<file path="config.mk">
export PLATFORM = sky130hd
export DESIGN_NAME = lsu_exec_flat
export DESIGN_NICKNAME = d
export VERILOG_FILES = /design/src/rtl/lsu_exec_if.sv /design/src/rtl/lsu_exec.sv /design/src/flat_wrapper.sv
export SDC_FILE = /design/constraint.sdc
export NUM_CORES = 1
export LEC_CHECK = 0
export CAP_MARGIN = 15
export CELL_PAD_IN_SITES_DETAIL_PLACEMENT = 1
export CELL_PAD_IN_SITES_GLOBAL_PLACEMENT = 1
export CORE_AREA = 8 8 143 145
export DETAILED_ROUTE_END_ITERATION = 10
export DIE_AREA = 0 0 151 153
export PLACE_DENSITY = 0.82
export SKIP_CTS_REPAIR_TIMING = 1
export SKIP_LAST_GASP = 1
export SYNTH_ARGS = -nofsm -noshare
export SYNTH_HDL_FRONTEND = slang
export SYNTH_SLANG_ARGS = --single-unit
</file>
<file path="constraint.sdc">
create_clock -name clk -period 1.91 [get_ports clk]
set_input_delay 0.382 -clock clk [delete_from_list [all_inputs] [get_ports clk]]
set_output_delay 0.382 -clock clk [all_outputs]
set_load 0.1 [all_outputs]
</file>
<file path="src/rtl/lsu_exec_if.sv">
// AXI4-Lite style read/write channel bundle between the load/store unit and its memory port.
// Only the signals the LSU drives or consumes are carried; awid/arid are constant ties.
interface lsu_exec_if #(
    parameter int ADDR_W = 22,
    parameter int ID_W   = 4
);
    logic [ADDR_W-1:0] araddr;
    logic              arvalid;
    logic              arready;
    logic [31:0]       rdata;
    logic [1:0]        rresp;
    logic              rvalid;
    logic              rready;

    logic [ADDR_W-1:0] awaddr;
    logic              awvalid;
    logic              awready;
    logic [31:0]       wdata;
    logic [3:0]        wstrb;
    logic              wvalid;
    logic              wready;
    logic [1:0]        bresp;
    logic              bvalid;
    logic              bready;

    logic [ID_W-1:0]   arid;
    logic [ID_W-1:0]   awid;

    modport master (
        output araddr, arvalid, rready,
        output awaddr, awvalid, wdata, wstrb, wvalid, bready,
        output arid, awid,
        input  arready, rdata, rresp, rvalid,
        input  awready, wready, bresp, bvalid
    );

    modport slave (
        input  araddr, arvalid, rready,
        input  awaddr, awvalid, wdata, wstrb, wvalid, bready,
        input  arid, awid,
        output arready, rdata, rresp, rvalid,
        output awready, wready, bresp, bvalid
    );
endinterface

</file>
<file path="src/rtl/lsu_exec.sv">
// Single-outstanding load/store unit: one request strobe becomes one AXI read or write.
// Define LSU_ALIGN_CHECK_EN to reject misaligned half/word accesses without bus traffic.
module lsu_exec #(
    parameter int ADDR_W = 22,
    parameter int ID_W   = 4
) (
    input  logic              clk,
    input  logic              rst,
    input  logic              enable,
    input  logic [3:0]        op,
    input  logic [ADDR_W-1:0] addr,
    input  logic [31:0]       wd,
    output logic              done,
    output logic [31:0]       data,
    output logic              err,
    lsu_exec_if.master        bus
);

    // state | meaning
    // IDLE  | waiting for enable; only state that accepts a request
    // RD_A  | read address offered (arvalid)
    // RD_D  | waiting for read data (rready)
    // WR    | write address/data offered, each drops on its own handshake
    // WR_B  | waiting for write response (bready)
    typedef enum logic [2:0] {
        IDLE = 3'd0,
        RD_A = 3'd1,
        RD_D = 3'd2,
        WR   = 3'd3,
        WR_B = 3'd4
    } state_t;

    state_t      state;
    state_t      state_nx;
    logic        aw_ok;
    logic        w_ok;
    logic        misalign;
    logic [2:0]  ld_op_q;
    logic [1:0]  lane_q;
    logic [31:0] load_ext;
    logic [31:0] wdata_nx;
    logic [3:0]  wstrb_nx;
    logic [7:0]  byte_sel;
    logic [15:0] half_sel;
    logic        rd_fin;
    logic        wr_fin;

    assign bus.arid = {ID_W{1'b0}};
    assign bus.awid = {ID_W{1'b0}};

`ifdef LSU_ALIGN_CHECK_EN
    assign misalign = (op[1:0] == 2'b01 && addr[0]) ||
                      (op[1] && addr[1:0] != 2'b00);
`else
    assign misalign = 1'b0;
`endif

    assign rd_fin = (state == RD_D) && bus.rvalid;
    assign wr_fin = (state == WR_B) && bus.bvalid;

    always_ff @(posedge clk) begin
        if (rst) begin
            state <= IDLE;
        end else begin
            state <= state_nx;
        end
    end

    always_comb begin
        state_nx = state;
        unique case (state)
            IDLE: begin
                if (enable && !misalign) begin
                    state_nx = op[3] ? WR : RD_A;
                end
            end
            RD_A: if (bus.arready) state_nx = RD_D;
            RD_D: if (bus.rvalid)  state_nx = IDLE;
            WR: begin
                // Both channels may complete in the same cycle or in either order.
                if ((aw_ok || bus.awready) && (w_ok || bus.wready)) begin
                    state_nx = WR_B;
                end
            end
            WR_B: if (bus.bvalid)  state_nx = IDLE;
            default: state_nx = IDLE;
        endcase
    end

    always_comb begin
        bus.arvalid = (state == RD_A);
        bus.rready  = (state == RD_D);
        bus.awvalid = (state == WR) && !aw_ok;
        bus.wvalid  = (state == WR) && !w_ok;
        bus.bready  = (state == WR_B);
    end

    // Store lane replication and strobes, computed from the live request.
    always_comb begin
        wdata_nx = wd;
        wstrb_nx = 4'b1111;
        unique case (op[1:0])
            2'b00: begin
                wdata_nx = {4{wd[7:0]}};
                wstrb_nx = 4'b0001 << addr[1:0];
            end
            2'b01: begin
                wdata_nx = {2{wd[15:0]}};
                wstrb_nx = addr[1] ? 4'b1100 : 4'b0011;
            end
            default: begin
                wdata_nx = wd;
                wstrb_nx = 4'b1111;
            end
        endcase
    end

    // Load extraction uses the size/sign/lane captured when the request was accepted.
    always_comb begin
        byte_sel = bus.rdata[{lane_q, 3'b000} +: 8];
        half_sel = bus.rdata[{lane_q[1], 4'b0000} +: 16];
        load_ext = bus.rdata;
        unique case (ld_op_q[1:0])
            2'b00:   load_ext = {{24{~ld_op_q[2] & byte_sel[7]}}, byte_sel};
            2'b01:   load_ext = {{16{~ld_op_q[2] & half_sel[15]}}, half_sel};
            default: load_ext = bus.rdata;
        endcase
    end

    always_ff @(posedge clk) begin
        if (rst) begin
            done       <= 1'b0;
            err        <= 1'b0;
            data       <= 32'd0;
            bus.araddr <= '0;
            bus.awaddr <= '0;
            bus.wdata  <= 32'd0;
            bus.wstrb  <= 4'b0000;
            ld_op_q    <= 3'd0;
            lane_q     <= 2'd0;
            aw_ok      <= 1'b0;
            w_ok       <= 1'b0;
        end else begin
            done <= 1'b0;
            err  <= 1'b0;

            if (state == IDLE) begin
                aw_ok <= 1'b0;
                w_ok  <= 1'b0;
                if (enable) begin
                    if (misalign) begin
                        done <= 1'b1;
                        err  <= 1'b1;
                    end else begin
                        ld_op_q <= op[2:0];
                        lane_q  <= addr[1:0];
                        if (op[3]) begin
                            bus.awaddr <= {addr[ADDR_W-1:2], 2'b00};
                            bus.wdata  <= wdata_nx;
                            bus.wstrb  <= wstrb_nx;
                        end else begin
                            bus.araddr <= {addr[ADDR_W-1:2], 2'b00};
                        end
                    end
                end
            end

            if (state == WR) begin
                if (bus.awready) aw_ok <= 1'b1;
                if (bus.wready)  w_ok  <= 1'b1;
            end

            // A read error still returns the data beat.
            if (rd_fin) begin
                done <= 1'b1;
                err  <= (bus.rresp != 2'b00);
                data <= load_ext;
            end

            if (wr_fin) begin
                done <= 1'b1;
                err  <= (bus.bresp != 2'b00);
            end
        end
    end

endmodule

</file>
<file path="src/flat_wrapper.sv">
// flat-port wrapper written by rule: the top's interface ports become plain ports
module lsu_exec_flat 
#(
    parameter int ADDR_W = 22,
    parameter int ID_W   = 4
)
  (clk, rst, enable, op, addr, wd, done, data, err, bus_araddr, bus_arvalid, bus_rready, bus_awaddr, bus_awvalid, bus_wdata, bus_wstrb, bus_wvalid, bus_bready, bus_arid, bus_awid, bus_arready, bus_rdata, bus_rresp, bus_rvalid, bus_awready, bus_wready, bus_bresp, bus_bvalid);
  lsu_exec_if #(.ADDR_W(ADDR_W), .ID_W(ID_W)) bus_i ();
  input  logic clk;
  input  logic rst;
  input  logic enable;
  input  logic [3:0] op;
  input  logic [ADDR_W-1:0] addr;
  input  logic [31:0] wd;
  output logic done;
  output logic [31:0] data;
  output logic err;
  output wire logic [$bits(bus_i.araddr)-1:0] bus_araddr;
  output wire logic [$bits(bus_i.arvalid)-1:0] bus_arvalid;
  output wire logic [$bits(bus_i.rready)-1:0] bus_rready;
  output wire logic [$bits(bus_i.awaddr)-1:0] bus_awaddr;
  output wire logic [$bits(bus_i.awvalid)-1:0] bus_awvalid;
  output wire logic [$bits(bus_i.wdata)-1:0] bus_wdata;
  output wire logic [$bits(bus_i.wstrb)-1:0] bus_wstrb;
  output wire logic [$bits(bus_i.wvalid)-1:0] bus_wvalid;
  output wire logic [$bits(bus_i.bready)-1:0] bus_bready;
  output wire logic [$bits(bus_i.arid)-1:0] bus_arid;
  output wire logic [$bits(bus_i.awid)-1:0] bus_awid;
  input wire logic [$bits(bus_i.arready)-1:0] bus_arready;
  input wire logic [$bits(bus_i.rdata)-1:0] bus_rdata;
  input wire logic [$bits(bus_i.rresp)-1:0] bus_rresp;
  input wire logic [$bits(bus_i.rvalid)-1:0] bus_rvalid;
  input wire logic [$bits(bus_i.awready)-1:0] bus_awready;
  input wire logic [$bits(bus_i.wready)-1:0] bus_wready;
  input wire logic [$bits(bus_i.bresp)-1:0] bus_bresp;
  input wire logic [$bits(bus_i.bvalid)-1:0] bus_bvalid;
  assign bus_araddr = bus_i.araddr;
  assign bus_arvalid = bus_i.arvalid;
  assign bus_rready = bus_i.rready;
  assign bus_awaddr = bus_i.awaddr;
  assign bus_awvalid = bus_i.awvalid;
  assign bus_wdata = bus_i.wdata;
  assign bus_wstrb = bus_i.wstrb;
  assign bus_wvalid = bus_i.wvalid;
  assign bus_bready = bus_i.bready;
  assign bus_arid = bus_i.arid;
  assign bus_awid = bus_i.awid;
  assign bus_i.arready = bus_arready;
  assign bus_i.rdata = bus_rdata;
  assign bus_i.rresp = bus_rresp;
  assign bus_i.rvalid = bus_rvalid;
  assign bus_i.awready = bus_awready;
  assign bus_i.wready = bus_wready;
  assign bus_i.bresp = bus_bresp;
  assign bus_i.bvalid = bus_bvalid;
  lsu_exec #(.ADDR_W(ADDR_W), .ID_W(ID_W)) u_core (.clk(clk), .rst(rst), .enable(enable), .op(op), .addr(addr), .wd(wd), .done(done), .data(data), .err(err), .bus(bus_i));
endmodule
</file>
Yosys cells after proc, flatten, opt, wreduce, memory -nomap -nowiden
Cells that the tools add are included.

Reductions and logical operators: 18. Muxes and demuxes: 21. Bitwise operators: 4. Equality and inequality tests: 11. Shifts and indexed selects: 3.

Operator list (number): case mux 32 bit (2 select lines) (2); variable part select 32 x 6 -> 16 bit (1); variable part select 32 x 6 -> 8 bit (1); 2-to-1 mux 3 bit (5); case mux 3 bit (5 select lines) (1); 2-to-1 mux 1 bit (10); != test 2 x 1 -> 1 bit (second input constant) (4); case mux 4 bit (2 select lines) (1); equality test 3 x 2 -> 1 bit (second input constant) (2); AND reduction 3 bit (2); logical AND 1 bit (5); AND reduction 5 bit (1); equality test 2 x 1 -> 1 bit (second input constant) (2); logical NOT 2 bit (2); 2-to-1 mux 4 bit (1); nonzero test 2 bit (2); << shifter 1 x 2 -> 4 bit (first input constant) (1); equality test 3 x 1 -> 1 bit (second input constant) (1); equality test 3 bit (second input constant) (1); logical NOT 3 bit (1); bitwise AND 1 bit (2); logical NOT 1 bit (2); logical OR 1 bit (2); 2-to-1 mux 2 bit (1); 3 further kinds (4).

Output and inout port bits: 127. Bits of input ports: 102. Register bits after elaboration: 120. Word-level logic and storage cells: 69.

Longest topological paths before layout
Gate-level depths: netlist of run 1.

Word-level depth: 4. Depth in mapped cells: 8. Mapped depth without buffers: 4.

Worst setup path after synthesis of run 1
OpenSTA, ideal clock, no wires.

Kind: register to register. From: register u_core.state[0]. To: register u_core.err. Clock period less this slack: 3.562 ns. Data required time: 1.788 ns. Buffers on the path: 1. Library setup time: 0.122 ns. Path slack: -1.652 ns. Data arrival time: 3.440 ns. Stages on the path, launching flop included: 5. Cells stage by stage: dfxtp_1 -> buf_2 -> nor3b_1 -> nand2_1 -> o311a_1.

Elaborated cells on any way between the ends: 6. Classes of those cells: 2 x eq/ne; 2 x mux; 2 x reduce/logical.

RTL lines: from (decl) (line lsu_exec.sv:33) `state_t state;`; from (signal assigned) (line lsu_exec.sv:65) `state <= state_nx;`; equality test 3 bit; via bus_bready (line flat_wrapper.sv:26) `output wire logic [$bits(bus_i.bready)-1:0] bus_bready;`; logical AND 1 bit (line lsu_exec.sv:59) `assign wr_fin = (state == WR_B) && bus.bvalid;`; 2-to-1 mux 1 bit (line lsu_exec.sv:180) `if (wr_fin) begin`; to (signal assigned) (line lsu_exec.sv:176) `err <= (bus.rresp != 2'b00);`; to (signal assigned) (line lsu_exec.sv:182) `err <= (bus.bresp != 2'b00);`; to (decl) (line lsu_exec.sv:15) `output logic err,`.

The timed path passes the listed nets, and every way through them passes these cells. A chain may end at the register's enable or synchronous reset.

Final worst setup path of run 1
From: register u_core.state[0]. To: output port bus_bready.

Cells in the longest elaborated chain, start to end: 1.

RTL lines: equality test 3 bit (line lsu_exec.sv:95) `bus.bready = (state == WR_B);`; to (decl) (line flat_wrapper.sv:26).

No other way between the ends.

==> flow_metrics.env, run 1 <==
export IMPL_antenna_found_initial=0
export IMPL_holdCritPathClass="primary input to flop"
export IMPL_setup_worst_path_start="u_core.state[0]"
export IMPL_io_buffers=216
export IMPL_power_density_nw_per_um2=1100
export IMPL_outcome="completed"
export IMPL_cts_buffers=17
export IMPL_synthCells=650
export IMPL_async_flop_share_pct=0
export IMPL_total_power_mw=9.40
export IMPL_ctsRootBufferMaster="clkbuf_16"
export IMPL_syn_area_per_cell_sq_um=8.18
export IMPL_tightest_slew_ns=0.528
export IMPL_max_cap_viol_count=0
export IMPL_fin_crit_ns=1.82
export IMPL_critPathKind="flop to output pin"
export IMPL_cts_buffer_depth=2
export IMPL_grt_overflow_total=0
export IMPL_fillers=2160
export IMPL_final_layout_size_suffix_gt1_share_pct=24.5
export IMPL_syn2layout_area_growth_pct=60.3
export IMPL_yosysWarnings=0
export IMPL_viasPerCell=4.88
export IMPL_setup_tns_ns=0
export IMPL_reg2reg_from="u_core.lane_q[1]"
export IMPL_grt_pass1_wl_um=32200
export IMPL_hold_start="rst"
export IMPL_final_cell_area_sq_um=8520
export IMPL_die_w_um=151
export IMPL_rows=50
export IMPL_hold_violations=0
export IMPL_crit_path_max_fanout=8
export IMPL_setup_viol=0
export IMPL_clk_pin_slew_worst_paths_ns=0.06
export IMPL_startpoint_type="flop"
export IMPL_final_cell_count_no_fill=1117
export IMPL_ant_nets=0
export IMPL_final_nets=972
export IMPL_slowest_stage="dfxtp_4"
export IMPL_dp_cells=1084
export IMPL_cts_sinks=120
export IMPL_finalCritPeriodShare_pct=95.1
export IMPL_clock_fmax_mhz=550
export IMPL_firstDrtPassIters=4
export IMPL_rsz0062_at_grt="false"
export IMPL_crit_path_end_kind="output pin"
export IMPL_synth_ff_type="dfxtp_1"
export IMPL_n_antenna_cell=0
export IMPL_fp_dieH_um=153
export IMPL_gp_congestion=0.788
export IMPL_core_area_sq_um=18300
export IMPL_holdWs_ns=0.348
export IMPL_cts_tree="done"
export IMPL_drc=0
export IMPL_worstPathCellList="buf_4 -> nor3b_4 -> buf_12"
export IMPL_layout_common_cells="nand2_1, buf_4, dfxtp_1"
export IMPL_slew_headroom_pct=64.7
export IMPL_wl_per_cell_um=18.3
export IMPL_num_vias=5451
export IMPL_place_area_sq_um=7840
export IMPL_routed_wl_um=20400
export IMPL_p_leak_nw=3.33
export IMPL_ys_ff_latch=120
export IMPL_finalMaxSlewViolations=0
export IMPL_fin_util_pct=46.6
export IMPL_clkLatencyLatePin_ns=0.42
export IMPL_layout_cells_most_common="nand2_1"
export IMPL_clock_skew_ns=0.0103
export IMPL_vdd_drop_max_v=0.000625
export IMPL_yosysSeqAreaShare_pct=45.2
export IMPL_setup_slack_ns=0.0932
export IMPL_synth_edff_count=0
export IMPL_drt_initial_drc_count=186
export IMPL_grt_max_degree=55
export IMPL_max_stage_delay_ns=0.38
export IMPL_fp_dieArea_sq_um=23100
export IMPL_cp_arrival_ns=1.43
export IMPL_netlist_area_sq_um=5310
export IMPL_initial_core_util_pct=29.1
export IMPL_cp_data_required_time_ns=1.53
export IMPL_pre_cts_slack_ns=-0.279
export IMPL_ys_types=44
export IMPL_ios=229
export IMPL_track_usage_pct=17.6
export IMPL_hpwl_um=15100
export IMPL_grt_pass1_vias=5856
export IMPL_htreeDepth=4
-- worst max-delay path: cells and delay by family, from the launching register on --
kind,cells,cell delay [ns]
buffers and inverters,2,0.36
and+or+nand+nor,1,0.27
DFF,1,0.38
-- metal layers --
layer	global-route usage (%)	vias up	wire length (um)
met5	0	-	0
met2	29.7	145	10100
met3	5.05	35	1190
met4	7.02	0	536
li1	-	2652	-
met1	20.5	2619	8550
-- cells by family (layout without fill, tap and decap cells) --
logic type	Yosys count	in the layout	synth area share [%]
muxes	33	33	6.24
AOI/OAI and AO/OA	159	159	19.0
other	1	12	0.0706
and+or+nand+nor	261	261	21.9
buffers and inverters	76	298	7.58
DFF	120	120	45.2
-- final timing paths --
path / to / slack (ns) / depth (start not counted)
min reg2reg: u_core.bus.awaddr[2] / 0.45 / 2
min: u_core.state[0] / 0.35 / 2
max: bus_bready / 0.09 / 3
max reg2reg: u_core.data[15] / 0.23 / 4
-- state kept, by name, indices dropped and copies added, names as in the netlist --
register and flops:
u_core.data 32, u_core.done 1, u_core.err 1, u_core.lane_q 2, u_core.state 3, u_core.bus.wdata 32
u_core.w_ok 1, u_core.bus.awaddr 20, u_core.aw_ok 1, u_core.bus.araddr 20, u_core.bus.wstrb 4, u_core.ld_op_q 3
-- cell usage after synthesis, types with 2 or more instances --
cell type	n	area share [%]
a211oi_1	35	4.9
nand2_1	158	11
nand3_1	7	0.66
dfxtp_1	120	45
nor2_1	53	3.7
nor3_1	3	0.28
a311oi_1	10	1.6
mux2i_1	32	6.0
nor2b_1	4	0.47
o21ai_0	22	2.1
o211a_1	2	0.38
buf_2	13	1.2
clkbuf_1	29	2.0
o211ai_1	8	1.1
nor3b_1	2	0.28
o32ai_1	7	1.2
a31oi_1	7	0.82
buf_4	17	2.4
nand2b_1	12	1.4
buf_1	3	0.21
nand3b_1	8	1.1
inv_1	8	0.57
o311a_1	2	0.38
nor4_1	2	0.24
a21oi_1	62	5.8
buf_6	5	1.1
and3b_1	2	0.33
-- power by group --
part | internal, mW | switching (mW) | total (mW)
clock network | 2.34 | 1.20 | 3.54
logic | 0.878 | 2.14 | 3.02
registers | 2.70 | 0.142 | 2.84
-- area by class of cell --
type                    instances  area (sq um)  area share (%)
inverters                       9          33.8           0.397
clock buffers                  19           443            5.20
clock inverters                13           201            2.36
repair buffers                257          2490            29.3
well taps                     234           293            3.44
flip-flops and latches        120          2410            28.3
multi-input cells             465          2640            31.0
Power figures use the tool's default switching activity.
==> run 2: changes to the inputs <==
- MAX_ROUTING_LAYER: not set -> met4
==> run 2 against run 1 <==
  * Clock skew about the same
  * Sequential power about the same
  * Global-route usage rose by 0.50 points
  * Wire length decreased by 0.20%
  * First-iteration DRC count is 4.8% lower
  * Total power barely moved
  * Non-clock buffer count did not move
  * Core utilization is the same
  * Critical endpoint unchanged
  * Largest cell class unchanged
  * Largest power group unchanged
==> flow_metrics.env, run 2 (same netlist as run 1, synthesis figures left out) <==
export IMPL_outcome="completed"
export IMPL_antenna_found_initial=0
export IMPL_reg2reg_from="u_core.lane_q[1]"
export IMPL_die_w_um=151
export IMPL_htreeDepth=4
export IMPL_ff2ff_setup_slack_ns=0.22
export IMPL_firstDrtPassIters=4
export IMPL_num_vias=5466
export IMPL_fin_crit_ns=1.82
export IMPL_rsz0062_at_grt="false"
export IMPL_grt_pass1_vias=5865
export IMPL_clock_skew_ns=0.00979
export IMPL_cp_endpoint="bus_bready"
export IMPL_wl_per_cell_um=18.2
export IMPL_p_leak_nw=3.33
export IMPL_ff2ff_path_depth=5
export IMPL_final_cell_count_no_fill=1117
export IMPL_total_power_mw=9.41
export IMPL_routed_wl_um=20300
export IMPL_fp_dieArea_sq_um=23100
export IMPL_max_cap_viol_count=0
export IMPL_cts_buffer_depth=2
export IMPL_place_area_sq_um=7840
export IMPL_crit_path_max_fanout=8
export IMPL_cts_tree="done"
export IMPL_cp_arrival_ns=1.43
export IMPL_hpwl_um=15100
export IMPL_cts_sinks=120
export IMPL_layout_common_cells="nand2_1, buf_4, dfxtp_1"
export IMPL_reg_largest_list="u_core.bus.wdata: 32 flops, u_core.data: 32 flops"
export IMPL_final_nets=972
export IMPL_gp_congestion=0.799
export IMPL_hold_start="rst"
export IMPL_n_antenna_cell=0
export IMPL_drc=0
export IMPL_setup_viol=0
export IMPL_vdd_drop_max_v=0.000623
export IMPL_slew_headroom_pct=64.7
export IMPL_timing_rr_end="u_core.data[1]"
export IMPL_clk_pin_slew_worst_paths_ns=0.06
export IMPL_worst_path_stages=3
export IMPL_crit_path_end_kind="output pin"
export IMPL_clock_fmax_mhz=550
export IMPL_grt_pass1_wl_um=32100
export IMPL_layout_cells_most_common="nand2_1"
export IMPL_wl_met1_um=8730
export IMPL_io_buffers=216
export IMPL_setup_tns_ns=0
export IMPL_top_layer_used="met4"
export IMPL_viasPerCell=4.89
export IMPL_clkLatencyLatePin_ns=0.42
export IMPL_final_layout_size_suffix_gt1_share_pct=24.5
export IMPL_ios=229
export IMPL_fillers=2160
export IMPL_cp_num_buf_inv=2
export IMPL_track_usage_pct=18.1
export IMPL_tightest_slew_ns=0.529
export IMPL_startpoint_type="flop"
export IMPL_grt_overflow_total=0
export IMPL_drt_initial_drc_count=177
export IMPL_critPathKind="flop to output pin"
export IMPL_finalMaxSlewViolations=0
export IMPL_core_area_sq_um=18300
export IMPL_holdWs_ns=0.347
export IMPL_setup_worst_path_start="u_core.state[0]"
export IMPL_fp_dieH_um=153
export IMPL_wl_met3_um=1020
export IMPL_cp_data_required_time_ns=1.53
export IMPL_crit_family="flip-flops"
export IMPL_power_density_nw_per_um2=1100
export IMPL_rows=50
export IMPL_syn2layout_area_growth_pct=60.3
export IMPL_finalCritPeriodShare_pct=95.1
export IMPL_cts_buffers=17
export IMPL_holdCritPathClass="primary input to flop"
export IMPL_ant_nets=0
export IMPL_wl_met2_um=10000
export IMPL_slowest_stage="dfxtp_4"
export IMPL_initial_core_util_pct=29.1
export IMPL_final_cell_area_sq_um=8520
export IMPL_dp_cells=1084
export IMPL_ctsRootBufferMaster="clkbuf_16"
export IMPL_max_stage_delay_ns=0.38
export IMPL_hold_violations=0
export IMPL_grt_max_degree=55
export IMPL_worstPathCellList="buf_4 -> nor3b_4 -> buf_12"
[run 2: cell counts in the layout (fill, tap and decap cells not counted)]
Identical to the previous run, type by type.
[run 2: worst min path at each step]
stage                                       end  slack [ns]  depth (start not counted)
after floorplan               u_core.ld_op_q[2]        0.48                          2
final                           u_core.state[0]        0.35                          2
after detailed placement  u_core.bus.araddr[14]        0.45                          2
after global placement    u_core.bus.araddr[16]        0.44                          2
after global routing          u_core.ld_op_q[2]        0.34                          2
after CTS                       u_core.state[0]        0.33                          2
[run 2: metal layers]
metal / track usage, % / vias up
met5: - / -
met4: 7.02 / 0
met2: 29.7 / 152
met3: 4.28 / 36
li1: - / 2653
met1: 21.0 / 2625
[run 2: report_power, final]
| part | internal [mW] | leakage (nW) | switching [mW] | total (mW) |
|---|---|---|---|---|
| sequential | 2.70 | 0.980 | 0.143 | 2.84 |
| clock | 2.34 | 0.309 | 1.21 | 3.55 |
| combinational | 0.878 | 2.04 | 2.14 | 3.02 |
[run 2: metrics by stage]
| stage | setup WS [ns] | utilization, % |
|---|---|---|
| after floorplan | -0.264 | - |
| after global placement | -0.267 | 42.9 |
| after detailed placement | -0.279 | 42.9 |
| after CTS | -0.293 | 46.4 |
| after global routing | 0.0140 | 46.6 |
| final | 0.0933 | 46.6 |
[run 2: layout make-up]
cell class	instances	area, sq um	share of cell area [%]
Inverter	9	33.8	0.397
Clock buffer	19	443	5.20
Timing Repair Buffer	257	2490	29.3
Clock inverter	13	201	2.36
Multi-Input combinational cell	465	2640	31.0
Tap cell	234	293	3.44
Sequential cell	120	2410	28.3
==> run 3: changes to the inputs <==
- SLEW_MARGIN: not set -> 30
==> results of run 3 <==
No change in the layout: final DEF, timing and power equal those of run 2.
